==> config.mk <==
export PLATFORM = sky130hd
export DESIGN_NAME = change_dispenser
export DESIGN_NICKNAME = d
export VERILOG_FILES = /design/src/rtl/change_dispenser.sv
export SDC_FILE = /design/constraint.sdc
export NUM_CORES = 1
export LEC_CHECK = 0
export CAP_MARGIN = 25
export CORE_UTILIZATION = 65
export DETAILED_ROUTE_END_ITERATION = 12
export DONT_BUFFER_PORTS = 1
export PLACE_DENSITY = 0.81
export SYNTH_ARGS = -nofsm -noshare
export SYNTH_HDL_FRONTEND = slang
export SYNTH_SLANG_ARGS = --single-unit
==> constraint.sdc <==
create_clock -name CLK -period 6.26 [get_ports CLK]
set_input_delay 1.252 -clock CLK [delete_from_list [all_inputs] [get_ports CLK]]
set_output_delay 1.252 -clock CLK [all_outputs]
set_load 0.01 [all_outputs]
==> src/rtl/change_dispenser.sv <==
// Coin-eject sequencer: unloads a stored change amount (5c units) to the hopper as timed
// quarter/dime/nickel eject pulses, largest denomination first.
module change_dispenser #(
    parameter int unsigned AMT_W     = 8,
    parameter int unsigned PULSE_CYC = 4,
    parameter int unsigned GAP_CYC   = 2
) (
    input  logic             CLK,
    input  logic             CLR_N,
    input  logic             EN,
    input  logic             START,
    input  logic [AMT_W-1:0] AMOUNT,
    input  logic             HOPPER_RDY,
    output logic             COIN_Q,
    output logic             COIN_D,
    output logic             COIN_N,
    output logic             BUSY,
    output logic             DONE,
    output logic [AMT_W-1:0] REMAIN
);

    localparam int unsigned TMR_MAX = (PULSE_CYC > GAP_CYC) ? PULSE_CYC : GAP_CYC;
    localparam int unsigned TMR_W   = (TMR_MAX > 1) ? $clog2(TMR_MAX) : 1;

    localparam logic [TMR_W-1:0] PULSE_LOAD = TMR_W'(PULSE_CYC - 1);
    localparam logic [TMR_W-1:0] GAP_LOAD   = TMR_W'(GAP_CYC - 1);

    localparam logic [AMT_W-1:0] VAL_Q = AMT_W'(5);
    localparam logic [AMT_W-1:0] VAL_D = AMT_W'(2);
    localparam logic [AMT_W-1:0] VAL_N = AMT_W'(1);

    typedef enum logic [2:0] {
        S_IDLE,
        S_SELECT,
        S_PULSE,
        S_GAP,
        S_DONE
    } state_t;

    state_t           state,      state_nxt;
    logic [TMR_W-1:0] timer,      timer_nxt;
    logic [AMT_W-1:0] remain_nxt;
    logic             coin_q_nxt;
    logic             coin_d_nxt;
    logic             coin_n_nxt;
    logic             busy_nxt;
    logic             done_nxt;

    // State, timer and registered outputs; EN low freezes everything
    always_ff @(posedge CLK or negedge CLR_N) begin
        if (!CLR_N) begin
            state  <= S_IDLE;
            timer  <= '0;
            REMAIN <= '0;
            COIN_Q <= 1'b0;
            COIN_D <= 1'b0;
            COIN_N <= 1'b0;
            BUSY   <= 1'b0;
            DONE   <= 1'b0;
        end else if (EN) begin
            state  <= state_nxt;
            timer  <= timer_nxt;
            REMAIN <= remain_nxt;
            COIN_Q <= coin_q_nxt;
            COIN_D <= coin_d_nxt;
            COIN_N <= coin_n_nxt;
            BUSY   <= busy_nxt;
            DONE   <= done_nxt;
        end
    end

    // Next-state and next-output decode
    always_comb begin
        state_nxt  = state;
        timer_nxt  = timer;
        remain_nxt = REMAIN;
        coin_q_nxt = COIN_Q;
        coin_d_nxt = COIN_D;
        coin_n_nxt = COIN_N;
        busy_nxt   = BUSY;
        done_nxt   = 1'b0;

        unique case (state)
            S_IDLE: begin
                busy_nxt = 1'b0;
                if (START) begin
                    remain_nxt = AMOUNT;
                    busy_nxt   = 1'b1;
                    state_nxt  = S_SELECT;
                end
            end

            S_SELECT: begin
                busy_nxt = 1'b1;
                if (REMAIN == '0) begin
                    done_nxt  = 1'b1;
                    state_nxt = S_DONE;
                end else if (HOPPER_RDY) begin
                    // Greedy pick; each branch guarantees no underflow
                    if (REMAIN >= VAL_Q) begin
                        coin_q_nxt = 1'b1;
                        remain_nxt = REMAIN - VAL_Q;
                    end else if (REMAIN >= VAL_D) begin
                        coin_d_nxt = 1'b1;
                        remain_nxt = REMAIN - VAL_D;
                    end else begin
                        coin_n_nxt = 1'b1;
                        remain_nxt = REMAIN - VAL_N;
                    end
                    timer_nxt = PULSE_LOAD;
                    state_nxt = S_PULSE;
                end
            end

            S_PULSE: begin
                if (timer == '0) begin
                    coin_q_nxt = 1'b0;
                    coin_d_nxt = 1'b0;
                    coin_n_nxt = 1'b0;
                    timer_nxt  = GAP_LOAD;
                    state_nxt  = S_GAP;
                end else begin
                    timer_nxt = timer - TMR_W'(1);
                end
            end

            S_GAP: begin
                if (timer == '0) begin
                    state_nxt = S_SELECT;
                end else begin
                    timer_nxt = timer - TMR_W'(1);
                end
            end

            S_DONE: begin
                busy_nxt  = 1'b0;
                state_nxt = S_IDLE;
            end

            default: begin
                coin_q_nxt = 1'b0;
                coin_d_nxt = 1'b0;
                coin_n_nxt = 1'b0;
                busy_nxt   = 1'b0;
                timer_nxt  = '0;
                state_nxt  = S_IDLE;
            end
        endcase
    end

endmodule

==> metrics.md, run 1 <==
| Metric | Value |
|---|---|
| Outcome | finished clean |
| Synth async-reset ratio | 100.0% |
| Final setup violation count | 0 |
| Gr usage total | between 20 and 30% |
| Crit path DAT | roughly 2.7 ns |
| H-tree levels | 1 |
| Top_reg_cell synth | dfrtp_1 |
| Routability Congestion | about 0.9 |
| Sequential fraction of the synthesis area | between 30% and 40% |
| Sw Pwr | about 0.32 mW |
| Tcrit/Tclk final | 40.02% |
| Layout cells sized above 1 | roughly 9% |
| Synth area leaders | dfrtp_1 33%, ha_1 9.1%, nand2_1 6.0% |
| Synthesized area | 1379 sq um |
| Synth Register Bits | 18 |
| Most frequent cell after synthesis | nand2_1 |
| PD cells | approximately 450 nW/um^2 |
| Clk slew on worst S/H paths | between 0.1 and 0.15 ns |
| Gr ovfl total | 0 |
| Final Hold Viols | 0 |
| Global-route wire length before repair | approximately 4500 microns |
| Worst IR Drop VDD | 248.3 uV |
| CTS sink count | 18 |
| DR vias/cell | roughly 6.6 |
| Post-route ant nets | 0 |
| Rows | 16 |
| Synth unique cells | 42 |
| Clock Tree Root | clkbuf_4 |
| Post-layout min period | about 2.5 ns |
| Synth area leader | dfrtp_1 |
| Max-slew violations | 0 |
| Post-CTS Setup Repair Bufs | 0 |
| Vias in the first global route | a little over 1k |
| Post-CTS sizing | 0 |
| Leakage | roughly 0.58 nW |
| Fmax | roughly 400 MHz |
| Min-Delay Path Class | reg2reg |
| Initial Utilization | 69.57% |
| Sequential share of power | between 40 and 50% |
| Clock network power share | 11.9% |
| Antenna Cells | 0 |
| Core area | ~2000 sq um |
| Yosys top cell area share | approximately 33% |
| Worst path required time | ~6.5 ns |
| CTS Hold Bufs | 0 |
| Commonest cells post-synth | 22 x nand2_1, 18 x dfrtp_1, 15 x o21ai_0 |
| Mean Syn Cell Area | between 8 and 9 sq um |
| RSZ-0062 raised after global routing | false |
| HPWL after DPL | about 2200 microns |
| P_int | roughly 0.32 mW |
| Clk buf depth | 2 |
| Syn Nets | 185 |
| Setup TNS | 0 ns |
| Crit end category | register |
| Die footprint | ~2300 sq um |
| Nets@finish | roughly 180 |
| Number of buffers created by CTS | 3 |
| CTS tree | built |
| Max Cap Viol | 0 |
| Area grow syn2layout | 1.633% |
| Die W | between 40 and 50 microns |
| Setup WS pre-CTS | ~3.7 ns |
| Die Span Y | a little under 50 microns |
| Top Ports | 26 |
| Initial antenna violation count | 0 |
| 1st-iter DRT viols | about 70 |
| Comb power frac | between 40% and 50% |
| PortBufs | 0 |
| Normalized max-slew margin | 46.67% |
| Wire per inst | 16.82 microns |
| Actual slew at the worst max-slew pin | between 0.7 and 0.8 ns |
| Cell count after synthesis | 162 |
| Drt drc | 0 |
| Worst Path Max Fanout | 8 |
| YS warnings | 0 |
| Clock skew | 0.01219 ns |
| Routed WL | ~3100 microns |
| Worst skew pair latency | ~0.32 ns |
| CP startpoint kind | register |
| Switching share of power | between 40% and 50% |
| Largest net degree at the start of global routing | 19 |
| Setup ws final | between 3 and 4 ns |
| Routed vias | 1211 |
| Fillers | about 170 |
| First drt pass iteration count | 4 |
| EDFF count, synth | 0 |
| WHS | about 0.55 ns |
| Setup Crit Path Kind | reg2reg |
layer usage:
layer	routed length, microns	up-vias	GRT usage (%)
met3	209	5	5.283
met5	0	-	0
li1	-	587	-
met4	53	0	13.89
met1	1381	572	40.88
met2	1450	47	43.24
kinds of logic (layout without fill, tap and decap cells):
group           after synthesis  in the layout  share of synthesized area (%)
mux                           5              5                          3.721
simple gates                 50             50                          17.33
flops                        18             18                          32.67
compound gates               55             55                          29.31
xor+xnor                      1              1                         0.6353
buf+inv                      23             18                          7.259
fa+ha+maj                    10             10                          9.074
registers in the layout, indices dropped and copies added (netlist names):
signal,cells
COIN_N,1
DONE,1
COIN_D,1
BUSY,1
state,3
timer,2
COIN_Q,1
REMAIN,8
worst max-delay path, stage by stage (launching register included):
cell,delay [ns]
dfrtp_1,0.53
inv_1,0.16
ha_1,0.23
nor4_1,0.67
a31oi_1,0.25
mux2i_1,0.25
a21oi_1,0.10
o22a_1,0.23
power by group through the flow:
stage	logic, mW	clock network [mW]	registers (mW)
floorplan	0.277	0	0.228
global placement	0.271	0	0.270
detailed placement	0.286	0	0.271
CTS	0.287	0.0764	0.270
global route	0.329	0.0795	0.284
finish	0.290	0.0760	0.271
path summary, 6_finish.rpt:
check | startpoint | endpoint | slack (ns) | cells past startpoint
setup / recovery | REMAIN[0] | REMAIN[3] | 3.75 | 7
hold / removal | COIN_N | COIN_N | 0.55 | 2
setup reg to reg | REMAIN[0] | REMAIN[3] | 3.75 | 7
hold reg to reg | COIN_N | COIN_N | 0.55 | 2
max in group asynchronous | CLR_N | state[2] | 5.57 | 0
min in group asynchronous | CLR_N | REMAIN[3] | 0.61 | 0
final cells by class:
class	count	area [sq um]	area share [%]
tap	27	33.78	2.411
sequential	18	450.4	32.14
clock buffer	4	36.28	2.589
multi-input combinational	121	828.3	59.11
inverter	14	52.55	3.750
layout by cell type (no fill, tap or decap), drive strengths merged, types with 6 or more instances in the layout:
cell / n
a21oi: 13
nor2: 6
nor3: 7
inv: 14
o21ai: 15
nand2: 22
ha: 10
dfrtp: 18
stage by stage:
step                      cells  instance area, sq um  utilization [%]  total power [mW]
after floorplan             162                  1379                -            0.5057
after global placement      180                  1365            68.88            0.5414
after detailed placement    180                  1365            68.88            0.5572
after CTS                   184                  1401            70.71            0.6330
after global routing        184                  1401            70.71            0.6925
final                       184                  1401            70.71            0.6369
Power figures use the tool's default switching activity.
==> run 2: changes to the inputs <==
Settings changed: CORE_UTILIZATION 65 to 62, PLACE_DENSITY 0.81 to 0.78.
Clock period 6.26 ns to 2.42 ns, I/O delays scaled along.
==> metrics.md, run 2 (synthesized netlist as in run 1, its figures left out) <==
| Metric | Value |
|---|---|
| Outcome | finished clean |
| Rows | 16 |
| Actual slew at the worst max-slew pin | approximately 0.84 ns |
| CTS tree | built |
| Top flop regs | REMAIN x8, state x3, timer x2 |
| Normalized max-slew margin | a little over two fifths |
| Gr ovfl total | 0 |
| Routability Congestion | 0.8944 |
| Top Ports | 26 |
| Most common cell after layout, fill and taps aside | nand2_1 |
| WHS | between 0.2 and 0.25 ns |
| Worst Path Max Fanout | 9 |
| Max Cap Viol | 0 |
| Clock Tree Root | clkbuf_4 |
| CP Cell Sequence | inv_1 -> ha_1 -> a31o_2 -> a2111o_1 -> a211oi_1 -> a21oi_1 |
| Largest Register | REMAIN |
| Initial antenna violation count | 0 |
| Nets@finish | ~190 |
| Cell family with most CP delay | compound AO/OA/AOI/OAI gates |
| Routed WL | ~3400 microns |
| DR vias/cell | roughly 6.6 |
| Setup ws final | roughly 0.14 ns |
| Setup TNS | 0 ns |
| CP max-delay cell | a2111o_1 |
| Setup crit start | REMAIN[0] |
| Hold Startpoint | EN |
| Die W | ~49 microns |
| Post-layout min period | roughly 2.3 ns |
| DP Cell Count | approximately 190 |
| Global-route wire length before repair | roughly 5900 microns |
| Largest net degree at the start of global routing | 19 |
| Area grow syn2layout | 9.347% |
| Die Span Y | slightly below 50 microns |
| CTS sink count | 18 |
| Leakage | around 0.65 nW |
| Final non-filler cell total | 196 |
| PD cells | around 1200 nW/um^2 |
| Drt drc | 0 |
| Number of buffers created by CTS | 3 |
| Layout cells sized above 1 | 15.98% |
| Wire per inst | around 18 microns |
| Max reg flops | 8 |
| Clock skew | 0.008356 ns |
| Most frequent cells in the layout | 22 x nand2_1, 18 x dfrtp_1, 15 x o21ai_0 |
| Antenna Cells | 0 |
| Core area | approximately 2000 sq um |
| CP max stage delay | 0.58 ns |
| PortBufs | 0 |
| Initial Utilization | about two thirds |
| Clk buf depth | 2 |
| FF-to-FF Start | REMAIN[0] |
| 1st-iter DRT viols | 55 |
| Min-Delay Path Class | in2reg |
| Worst path required time | approximately 2.6 ns |
| Gr usage total | between 30 and 40% |
| Crit path DAT | between 2 and 2.5 ns |
| First drt pass iteration count | 4 |
| Worst IR Drop VDD | between 800 and 900 uV |
| Die footprint | between 2000 and 2500 sq um |
| Tcrit/Tclk final | roughly 94% |
| Area after DPL | around 1400 sq um |
| Crit end category | register |
| Fmax | 439.2 MHz |
| H-tree levels | 1 |
| Vias in the first global route | around 1.3k |
| HPWL after DPL | around 2500 microns |
| CP startpoint kind | register |
| Setup WS pre-CTS | around 0.11 ns |
| Final Hold Viols | 0 |
| RSZ-0062 raised after global routing | false |
| Max-slew violations | 0 |
| Post-route ant nets | 0 |
| Setup Crit Path Kind | reg2reg |
| Clk slew on worst S/H paths | about 0.12 ns |
| Worst skew pair latency | roughly 0.32 ns |
| Worst Path Buf+Inv | 1 |
| Final setup violation count | 0 |
| Routed vias | roughly 1.3k |
| Final Cell Area | around 1500 sq um |
## run 2: power breakdown
group / switching, mW / internal (mW) / leakage, nW
Clock: 0.110 / 0.0921 / 0.0210
Sequential: 0.184 / 0.411 / 0.208
Combinational: 0.587 / 0.408 / 0.417
## run 2: through the flow
| step | total power, mW | utilization (%) |
|---|---|---|
| after floorplan | 1.308 | - |
| after global placement | 1.507 | 71.60 |
| after detailed placement | 1.549 | 71.60 |
| after CTS | 1.758 | 73.89 |
| after global routing | 1.947 | 74.57 |
| final | 1.793 | 74.57 |
## run 2: area by class of cell
cell class / instances / area [sq um]
repair buffers: 12 / 92.59
multi-input cells: 121 / 842.1
flip-flops and latches: 18 / 450.4
well taps: 27 / 33.78
inverters: 14 / 52.55
fillers: 148 / 514.2
clock buffers: 4 / 36.28
## run 2: layer usage
layer | track usage, % | vias up | wire (microns) | part of all wire [%]
met5 | 0 | - | 0 | 0
li1 | - | 605 | - | -
met4 | 14.71 | 0 | 64 | 1.9
met2 | 49.09 | 68 | 1551 | 45
met3 | 6.542 | 6 | 295 | 8.6
met1 | 44.71 | 609 | 1526 | 44
## run 2: path summary, 6_finish.rpt
path	slack, ns	endpoint	cells past startpoint
max	0.14	REMAIN[1]	6
min	0.25	state[2]	1
max reg2reg	0.14	REMAIN[1]	6
min reg2reg	0.56	COIN_Q	2
max in group asynchronous	1.19	BUSY	1
min in group asynchronous	0.70	COIN_Q	1
## run 2: what timing repair did
item / in CTS / in global routing
setup buffers: 0 / 0
hold buffers: 1 / 0
endpoints found under the setup margin: 0 / 2
hold endpoints to repair: 18 / 0
resized for setup: 0 / 2
==> run 3: changes to the inputs <==
Settings changed: ABC_CLOCK_PERIOD_IN_PS set to 2100.
Clock period 2.42 ns to 2.1 ns, I/O delays scaled along.
==> metrics.md, run 3 (synthesized netlist as in run 1, its figures left out) <==
| Metric | Value |
|---|---|
| CTS sink count | 18 |
| PortBufs | 0 |
| Area grow syn2layout | 18.87% |
| Max Cap Viol | 0 |
| Setup ws final | -0.03397 ns |
| Die footprint | approximately 2400 sq um |
| Top flop regs | REMAIN x8, state x3, timer x2 |
| Worst IR Drop VDD | 1027 uV |
| Core area | ~2000 sq um |
| Max reg flops | 8 |
| Min-Delay Path Class | in2reg |
| Number of buffers created by CTS | 3 |
| R2R Setup Slk | -0.03 ns |
| Initial antenna violation count | 0 |
| Gr usage total | about 33% |
| Die W | 49.16 microns |
| Routed vias | approximately 1.4k |
| CP startpoint kind | register |
| Final setup violation count | 1 |
| Worst path required time | 2.33 ns |
| Clk buf depth | 2 |
| Nets@finish | between 200 and 250 |
| Leakage | between 0.7 and 0.8 nW |
| Outcome | finished with violations |
| Multi-input logic area | 874.6 sq um |
| Clock skew | 0.008106 ns |
| Final Hold Viols | 0 |
| Vias in the first global route | 1245 |
| PD cells | about 1400 nW/um^2 |
| Die Span Y | 49.16 microns |
| Most frequent cells in the layout | 24 x buf_4, 22 x nand2_1, 17 x dfrtp_1 |
| Largest Register | REMAIN |
| Drt drc | 0 |
| 1st-iter DRT viols | 63 |
| FF-to-FF Start | REMAIN[5] |
| First drt pass iteration count | 7 |
| FF+latch area | between 400 and 500 sq um |
| Setup Crit Path Kind | reg2reg |
| Tcrit/Tclk final | 101.6% |
| Crit end category | register |
| HPWL after DPL | between 2000 and 3000 microns |
| Utilization after layout | roughly four fifths |
| Largest net degree at the start of global routing | 19 |
| Global-route wire length before repair | between 5000 and 6000 microns |
| Routability Congestion | between 0.9 and 1 |
| Max-slew violations | 0 |
| Rows | 16 |
| Gr ovfl total | 0 |
| Top Ports | 26 |
| Clk slew on worst S/H paths | between 0.1 and 0.15 ns |
| Crit path DAT | roughly 2.4 ns |
| Setup crit start | REMAIN[5] |
| Pwr Total | approximately 2.3 mW |
| Failing checks | setup timing |
| H-tree levels | 1 |
| Most common cell after layout, fill and taps aside | buf_4 |
| Worst R2R Path Depth | 5 |
| Post-layout min period | roughly 2.1 ns |
| Normalized max-slew margin | approximately two fifths |
| Wire per inst | 18.73 microns |
| Layout cells sized above 1 | between 20% and 30% |
| Actual slew at the worst max-slew pin | 0.8859 ns |
| Routed WL | 3914 microns |
| Worst Path Max Fanout | 5 |
| RR Endpoint | REMAIN[1] |
| DR vias/cell | between 6 and 7 |
| Initial Utilization | between 60% and 70% |
| Post-route ant nets | 0 |
| Fmax | between 400 and 500 MHz |
| Worst skew pair latency | slightly above 0.3 ns |
| Antenna Cells | 0 |
| Clock Tree Root | clkbuf_4 |
| Fillers | about 140 |
| CTS tree | built |
| Worst setup endpoint | REMAIN[1] |
==> run 3: repair_timing <==
item	4_1_cts	5_1_grt
endpoints found under the setup margin	2	4
buffers inserted	0	4
hold buffers	1	0
pin swaps	0	4
hold endpoints to repair	18	0
gates resized for setup	2	8
==> run 3: worst max-delay path, stage by stage (launching register included) <==
cell      delay, ns
dfrtp_1        0.44
or4_4          0.56
a2111o_1       0.46
a221oi_2       0.35
a211oi_2       0.08
a21oi_1        0.16
==> run 3: routing by layer <==
| metal | vias up | wire, microns | track usage [%] |
|---|---|---|---|
| met1 | 643 | 1642 | 45.25 |
| met2 | 61 | 1946 | 51.37 |
| met3 | 6 | 256 | 7.165 |
| met4 | 0 | 68 | 9.314 |
| met5 | - | 0 | 0 |
| li1 | 641 | - | - |
==> run 3: report_power, final <==
part           internal, mW  total (mW)  switching [mW]
combinational         0.621        1.45           0.832
clock                 0.106       0.236           0.130
sequential            0.477       0.636           0.159
total                  1.20        2.32            1.12
==> run 3: layout make-up <==
cell class	instances	share of cell area, %
multi-input combinational	121	53.36
sequential	18	27.56
timing repair buffer	25	11.60
inverter	14	3.206
clock buffer	4	2.214
tap	27	2.061
==> run 3: worst min path at each step <==
stage	start	to	slack, ns	depth (start not counted)
floorplan	CLR_N	BUSY	0.12	0
CTS	EN	state[2]	0.20	1
detailed placement	CLR_N	COIN_N	0.12	0
finish	EN	state[2]	0.19	1
global placement	CLR_N	COIN_D	0.12	0
global route	EN	state[2]	0.20	1
==> run 3: through the flow <==
| stage | hold slack, ns | worst slack, ns | std cells | instance area (sq um) | setup TNS (ns) |
|---|---|---|---|---|---|
| finish | 0.1889 | -0.03397 | 209 | 1639 | -0.03397 |
| global route | 0.1985 | -0.1008 | 209 | 1639 | -0.1138 |
| CTS | 0.1991 | 0.03913 | 205 | 1572 | 0 |
| detailed placement | 0.1249 | -0.01125 | 200 | 1515 | -0.01125 |
| global placement | 0.1248 | -0.02809 | 200 | 1515 | -0.02809 |
| floorplan | 0.1244 | 0.04775 | 162 | 1379 | 0 |
